===== config.mk =====
export PLATFORM = sky130hd
export DESIGN_NAME = arb_counter_bank_flat
export DESIGN_NICKNAME = d
export VERILOG_FILES = /design/src/rtl/arb_counter_pkg.sv /design/src/rtl/arb_counter_bank_if.sv /design/src/rtl/arb_counter_cell.sv /design/src/rtl/arb_counter_bank.sv /design/src/flat_wrapper.sv
export SDC_FILE = /design/constraint.sdc
export NUM_CORES = 1
export LEC_CHECK = 0
export ABC_AREA = 1
export CAP_MARGIN = 10
export CELL_PAD_IN_SITES_DETAIL_PLACEMENT = 2
export CELL_PAD_IN_SITES_GLOBAL_PLACEMENT = 2
export CORE_ASPECT_RATIO = 1.1
export CORE_UTILIZATION = 29
export CTS_BUF_LIST = sky130_fd_sc_hd__clkbuf_4 sky130_fd_sc_hd__clkbuf_8
export CTS_CLUSTER_SIZE = 24
export DETAILED_ROUTE_END_ITERATION = 7
export HOLD_SLACK_MARGIN = 0.12
export PLACE_DENSITY = 0.91
export SKIP_LAST_GASP = 1
export SLEW_MARGIN = 20
export SYNTH_ARGS = -nofsm -noshare
export SYNTH_HDL_FRONTEND = slang
export SYNTH_SLANG_ARGS = --single-unit

===== constraint.sdc =====
create_clock -name CLK -period 4.5 [get_ports CLK]
set_input_delay 0.675 -clock CLK [delete_from_list [all_inputs] [get_ports CLK]]
set_output_delay 0.675 -clock CLK [all_outputs]
set_load 0.005 [all_outputs]

===== src/rtl/arb_counter_pkg.sv =====
// Shared types for the arbitration counter bank: the default count width
// and the decoded per-channel operation.
package arb_counter_pkg;

    localparam int NBITS_DEF = 4;

    typedef logic [NBITS_DEF-1:0] count_t;

    typedef enum logic [2:0] {
        OP_HOLD,
        OP_CLEAR,
        OP_LOAD,
        OP_INC,
        OP_DEC
    } cnt_op_e;

endpackage


===== src/rtl/arb_counter_bank_if.sv =====
// Request/status bundle between the arbitrator (master) and the counter bank (slave).
interface arb_counter_bank_if #(
    parameter int NCH   = 4,
    parameter int NBITS = 4
);
    logic [NCH-1:0]       clear;
    logic [NCH-1:0]       inc;
    logic [NCH-1:0]       dec;
    logic [NCH-1:0]       load;
    logic [NCH*NBITS-1:0] load_val;
    logic [NBITS-1:0]     max_val;
    logic                 err_clr;
    logic [NCH*NBITS-1:0] count;
    logic [NCH-1:0]       at_max;
    logic [NCH-1:0]       at_zero;
    logic [NCH-1:0]       err_ovf;
    logic [NCH-1:0]       err_udf;

    modport master (
        output clear, inc, dec, load, load_val, max_val, err_clr,
        input  count, at_max, at_zero, err_ovf, err_udf
    );

    modport slave (
        input  clear, inc, dec, load, load_val, max_val, err_clr,
        output count, at_max, at_zero, err_ovf, err_udf
    );
endinterface


===== src/rtl/arb_counter_cell.sv =====
// One channel of the counter bank: saturating up/down count register with
// programmable ceiling, parallel load and sticky overflow/underflow bits.
module arb_counter_cell
    import arb_counter_pkg::*;
#(
    parameter int NBITS     = 4,
    parameter int RESET_VAL = 0
) (
    input  logic             CLK,
    input  logic             RST,
    input  logic             clear,
    input  logic             inc,
    input  logic             dec,
    input  logic             load,
    input  logic [NBITS-1:0] load_val,
    input  logic [NBITS-1:0] max_val,
    input  logic             err_clr,
    output logic [NBITS-1:0] count,
    output logic             at_max,
    output logic             at_zero,
    output logic             err_ovf,
    output logic             err_udf
);

    localparam logic [NBITS-1:0] RST_CNT = NBITS'(RESET_VAL);

    // Loads above the ceiling are clamped to the ceiling.
    function automatic logic [NBITS-1:0] sat_ceil(input logic [NBITS-1:0] val,
                                                  input logic [NBITS-1:0] ceil);
        return (val > ceil) ? ceil : val;
    endfunction

    cnt_op_e          op;
    logic [NBITS-1:0] cnt_reg;
    logic [NBITS-1:0] cnt_nxt;
    logic             ovf_reg;
    logic             udf_reg;
    logic             ovf_set;
    logic             udf_set;

    // Decode the request priority: clear > load > inc/dec; inc with dec cancels.
    always_comb begin
        op = OP_HOLD;
        if (clear)              op = OP_CLEAR;
        else if (load)          op = OP_LOAD;
        else if (inc && !dec)   op = OP_INC;
        else if (dec && !inc)   op = OP_DEC;
    end

    // Next count with saturation at both ends and error detection.
    always_comb begin
        cnt_nxt = cnt_reg;
        ovf_set = 1'b0;
        udf_set = 1'b0;
        case (op)
            OP_CLEAR: cnt_nxt = RST_CNT;
            OP_LOAD: begin
                cnt_nxt = sat_ceil(load_val, max_val);
                ovf_set = (load_val > max_val);
            end
            OP_INC: begin
                if (cnt_reg < max_val) cnt_nxt = cnt_reg + 1'b1;
                else                   ovf_set = 1'b1;
            end
            OP_DEC: begin
                if (cnt_reg != '0) cnt_nxt = cnt_reg - 1'b1;
                else               udf_set = 1'b1;
            end
            default: cnt_nxt = cnt_reg;
        endcase
    end

    // Count and sticky error registers; a new error outranks err_clr.
    always_ff @(posedge CLK) begin
        if (RST) begin
            cnt_reg <= RST_CNT;
            ovf_reg <= 1'b0;
            udf_reg <= 1'b0;
        end else begin
            cnt_reg <= cnt_nxt;
            ovf_reg <= ovf_set | (ovf_reg & ~err_clr);
            udf_reg <= udf_set | (udf_reg & ~err_clr);
        end
    end

    assign count   = cnt_reg;
    assign at_max  = (cnt_reg >= max_val);
    assign at_zero = (cnt_reg == '0);
    assign err_ovf = ovf_reg;
    assign err_udf = udf_reg;

endmodule


===== src/rtl/arb_counter_bank.sv =====
// Bank of NCH independent saturating credit counters; slices the bus per
// channel and fans out the shared ceiling and error clear.
module arb_counter_bank
    import arb_counter_pkg::*;
#(
    parameter int NCH       = 4,
    parameter int NBITS     = 4,
    parameter int RESET_VAL = 0
) (
    input logic              CLK,
    input logic              RST,
    arb_counter_bank_if.slave bus
);

    for (genvar i = 0; i < NCH; i++) begin : g_ch
        arb_counter_cell #(
            .NBITS     (NBITS),
            .RESET_VAL (RESET_VAL)
        ) u_cell (
            .CLK      (CLK),
            .RST      (RST),
            .clear    (bus.clear[i]),
            .inc      (bus.inc[i]),
            .dec      (bus.dec[i]),
            .load     (bus.load[i]),
            .load_val (bus.load_val[i*NBITS +: NBITS]),
            .max_val  (bus.max_val),
            .err_clr  (bus.err_clr),
            .count    (bus.count[i*NBITS +: NBITS]),
            .at_max   (bus.at_max[i]),
            .at_zero  (bus.at_zero[i]),
            .err_ovf  (bus.err_ovf[i]),
            .err_udf  (bus.err_udf[i])
        );
    end

endmodule


===== src/flat_wrapper.sv =====
// flat-port wrapper written by rule: the top's interface ports become plain ports
module arb_counter_bank_flat import arb_counter_pkg::*;
#(
    parameter int NCH       = 4,
    parameter int NBITS     = 4,
    parameter int RESET_VAL = 0
)
  (CLK, RST, bus_clear, bus_inc, bus_dec, bus_load, bus_load_val, bus_max_val, bus_err_clr, bus_count, bus_at_max, bus_at_zero, bus_err_ovf, bus_err_udf);
  arb_counter_bank_if #(.NCH(NCH), .NBITS(NBITS)) bus_i ();
  input logic CLK;
  input logic RST;
  input wire logic [$bits(bus_i.clear)-1:0] bus_clear;
  input wire logic [$bits(bus_i.inc)-1:0] bus_inc;
  input wire logic [$bits(bus_i.dec)-1:0] bus_dec;
  input wire logic [$bits(bus_i.load)-1:0] bus_load;
  input wire logic [$bits(bus_i.load_val)-1:0] bus_load_val;
  input wire logic [$bits(bus_i.max_val)-1:0] bus_max_val;
  input wire logic [$bits(bus_i.err_clr)-1:0] bus_err_clr;
  output wire logic [$bits(bus_i.count)-1:0] bus_count;
  output wire logic [$bits(bus_i.at_max)-1:0] bus_at_max;
  output wire logic [$bits(bus_i.at_zero)-1:0] bus_at_zero;
  output wire logic [$bits(bus_i.err_ovf)-1:0] bus_err_ovf;
  output wire logic [$bits(bus_i.err_udf)-1:0] bus_err_udf;
  assign bus_i.clear = bus_clear;
  assign bus_i.inc = bus_inc;
  assign bus_i.dec = bus_dec;
  assign bus_i.load = bus_load;
  assign bus_i.load_val = bus_load_val;
  assign bus_i.max_val = bus_max_val;
  assign bus_i.err_clr = bus_err_clr;
  assign bus_count = bus_i.count;
  assign bus_at_max = bus_i.at_max;
  assign bus_at_zero = bus_i.at_zero;
  assign bus_err_ovf = bus_i.err_ovf;
  assign bus_err_udf = bus_i.err_udf;
  arb_counter_bank #(.NCH(NCH), .NBITS(NBITS), .RESET_VAL(RESET_VAL)) u_core (.CLK(CLK), .RST(RST), .bus(bus_i));
endmodule

Word-level counts from Yosys, hierarchy flattened
Cells that the tools add are included.

word-level totals
  word-level logic and storage cells = 153
  latch bits = 0
  register bits after elaboration = 24
  bits in writable memories = 0
  bits of input ports = 39
  memories = 0
  memory bits (read-only) = 0
  output and inout port bits = 32

operators by class
  eq/ne operators = 24
  add/sub/neg operators = 8
  multipliers = 0
  mux-type cells = 48
  divide/modulo/power cells = 0
  bitwise logic cells = 17
  shift operators = 0
  $lt $le $gt $ge = 12
  reduce and logical (&&, ||, !) cells = 32

operators with widths
  kind                 number
  $pmux 4 s4           4
  $mux 3               16
  $mux 4               12
  $reduce_bool 4->1    8
  $eq 3x2->1 const B   8
  $add 4x1->4 const B  4
  $ge 4x4->1           4
  $gt 4x4->1           4
  $logic_not 4->1      4
  $lt 4x4->1           4
  $ne 2x2->1 const B   8
  $sub 4x1->4 const B  4
  $eq 3x1->1 const B   4
  $eq 3x3->1 const B   4
  $mux 1               12
  $reduce_and 3->1     4
  $and 1x1->1          8
  $logic_and 1x1->1    8
  $logic_not 1->1      8
  $or 1x1->1           8
  $pmux 1 s2           4
  $not 1->1            1

Longest topological paths before layout
  depth in word-level cells = 9
  depth in mapped cells = 13
  depth with buffers taken out = 13

By module
From an unflattened synthesis, not the netlist that was laid out.

second synthesis, totals
  cell total of the unflattened synthesis = 508
  area, all modules = 3105.5 um^2

modules (own cells, without submodules)
  module                                        area an instance (um^2)  times used  cells an instance  seq. area each (um^2)
  arb_counter_cell (u_core.g_ch[2].u_cell ...)  797.0                    2           128                120.1
  arb_counter_cell (u_core.g_ch[0].u_cell ...)  755.7                    2           126                120.1

Worst setup path before layout
OpenSTA, ideal clock, no wires.

  path type = input to output
  start = in bus_max_val[1]
  end = out bus_at_max[0]
  buffers on the path = 1
  arrival = 1.808 ns
  setup slack = 2.017 ns
  stages = 8
  path through = inv_1 ha_1 inv_1 nor2_1 o21ai_0 nand2_1 a31o_2 buf_4

between the ends
  word-level cells in the longest chain between the ends = 1

ends and longest elaborated chain
  item                RTL line                text
  start: declaration  flat_wrapper.sv:17      input wire logic [$bits(bus_i.max_val)-1:0] bus_max_val;
  $ge 4x4->1          arb_counter_cell.sv:87  assign at_max = (cnt_reg >= max_val);
  end: declaration    flat_wrapper.sv:20      output wire logic [$bits(bus_i.at_max)-1:0] bus_at_max;

Every way passes these cells.

Final worst setup path
  start = in bus_max_val[1]
  end = out bus_at_max[1]

Same word-level chain as after synthesis.

==> run summary <==
Post-synthesis mux area share = 0%
Setup violators final = 0
Total GRT Usage = 20.3%
CTS tree = yes
Commonest non-fill, non-tap cell in the layout = nand2_1
Design Power = 800 µW
Post-route cell area = 3850 µm²
Combinational family with the most area after synthesis = simple AND/OR/NAND/NOR gates
Lkg Pwr = 0.00200 µW
Synth-to-Final Area Change = 26.3%
Yosys Warn Count = 0
Synth Area in Simple Gates = 39.8%
Placed cell area = 3790 µm²
Top cells by area, synth = ha_1 (16%), nand2_1 (16%), dfxtp_1 (16%)
Max Freq = 280 MHz
Critical path peak fanout = 12
Antenna diodes = 0
Drt via density = 4.77
CP Capture Type = output port
Wirelength per Cell = 15.3 µm
Synth Instances = 506
Skew-Pair Late Insertion Delay = 290 ps
Root Buffer Master = clkbuf_8
Fin nets = 646
Clk slew on worst S/H paths = 110 ps
Worst Tran Pin Value = 583 ps
Share of the synthesized area in the top cell type = 16.4%
Vias in the first global route = 3732
Number of DRC markers in iteration 0 = 57
Fin worst setup slack = 924 ps
Final-layout fill cell count = 1255
Number of iterations in the first detailed-routing pass = 4
First-pass GRT wire length = 17.5 mm
Cell variety after synth = 22
CTS Buffer Depth = 2
Worst Setup Path Type = input port to output port
Post-CTS resize count = 0
Routed Antenna Nets = 0
Die area = 10900 µm²
Via Count = 3347
Status = finished clean
Clk_skew = 4.02 ps
Pins over their slew limit = 0
Syn Std Cell Area = 3050 µm²
Core ar. = 10000 µm²
Placer Congestion = 0.820
HPWL Detailed = 8.88 mm
Pre-CTS setup slack = 928 ps
Hold buffers post-CTS = 0
Worst hold path class = flop to flop
Maximum VDD drop = 0.0000932 V
CP Data Arrival Time = 2900 ps
Xor/xnor share of the synthesized area = 1.15%
Post-synthesis adder-cell area fraction = 19.0%
Tmin final = 3580 ps
DRC = 0
Worst setup SP type = input port
RSZ-0062 raised after global routing = false
Hold Fails Final Rpt = 0
Inserted Clock Buffers = 3
Die width = 99.7 µm
Sum Neg Setup Slack = 0 ps
# clock sinks = 24
Seq cells post-synth = 24
Max_slew headroom = 61.1%
Initial core utilization = 30.4%
Routed WL = 10.7 mm
Pwr dens = 208 nW/µm²
# rows = 38
Synthesized area per cell = 6.02 µm²
Most frequent cells in the layout = nand2_1 (132), inv_1 (95), clkdlybuf4s50_1 (70)
Max Cap Viol = 0
Die height = 110 µm
Port bufs = 70
Post-CTS setup buffers = 0
Synth Area in Compound Gates = 8.17%
Tcrit/Tclk final = 79.5%
Synth area leader = ha_1
Worst Hold Slack = 484 ps
Largest net degree at the start of global routing = 16
CP Data Required Time = 3830 ps
IO Pins = 71
Share of cells above drive strength 1 = 6.41%
Net Count, Synth = 589
Sequential cell area fraction in the yosys report = 15.8%
Initial antenna violation count = 0
Overflow after GRT = 0
H-tree depth = 1
## cell usage after synthesis, drive strengths merged
cell	count
nand2	150
o21ai	3
nor2	72
buf	18
nand3	54
a21oi	31
ha	40
a31oi	4
xnor2	4
and2	1
dfxtp	24
a31o	4
fa	4
o21bai	1
inv	96
## final timing paths
| path | cells after the start | start | slack, ps | end |
|---|---|---|---|---|
| worst max-delay path | 9 | bus_max_val[1] | 920 | bus_at_max[1] |
| worst min-delay path | 2 | u_core.g_ch[3].u_cell.err_udf$_SDFF_PP0_ | 480 | u_core.g_ch[3].u_cell.err_udf$_SDFF_PP0_ |
| worst max register to register | 10 | u_core.g_ch[0].u_cell.count[1]$_SDFFE_PP0P_ | 2710 | u_core.g_ch[0].u_cell.count[0]$_SDFFE_PP0P_ |
| worst min register to register | 2 | u_core.g_ch[3].u_cell.err_udf$_SDFF_PP0_ | 480 | u_core.g_ch[3].u_cell.err_udf$_SDFF_PP0_ |
## sequential cells by signal, indices dropped and copies added, names as in the netlist
| register | cells |
|---|---|
| u_core.g_ch.u_cell.count | 16 |
| u_core.g_ch.u_cell.err_ovf | 4 |
| u_core.g_ch.u_cell.err_udf | 4 |
## critical path: stages
cell	delay [ps]
clkdlybuf4s50_1	410
inv_1	390
ha_1	350
inv_1	60
nor2_1	30
o21ai_0	160
nand2_1	130
a31o_2	240
clkdlybuf4s50_1	440
## per-stage QoR
step | cells | util, %
after detailed placement | 698 | 37.8
after global routing | 702 | 38.4
after floorplan | 506 | -
final | 702 | 38.4
after CTS | 702 | 38.4
after global placement | 698 | 37.8
## final cells by class
cell class                 count  area, µm²  share of cell area [%]
sequential                    24        480                    12.5
inverter                      96        360                    9.36
tap                          140        175                    4.55
multi-input combinational    368       2080                    54.0
timing repair buffer          70        701                    18.2
clock buffer                   4       55.1                    1.43
## power breakdown
group	internal [µW]	leakage, µW	switching (µW)
Sequential	228	0.000197	26.9
Combinational	174	0.00178	202
Clock	78.8	0.0000288	89.5
Total	481	0.00200	318
## kinds of logic (layout without fill, tap and decap cells)
logic type	Yosys count	count (layout)
AND/OR/NAND/NOR	277	277
buffers and inverters	114	170
adder cells (fa/ha/maj)	44	44
AO/OA/AOI/OAI	43	43
flip-flops	24	24
XOR/XNOR	4	4
## routing by layer
| metal | track usage (%) | wire length, µm |
|---|---|---|
| met1 | 22.3 | 4580 |
| met2 | 41.3 | 5740 |
| met3 | 1.78 | 227 |
| met4 | 4.94 | 166 |
| met5 | 0 | 0 |
Power figures use the tool's default switching activity.
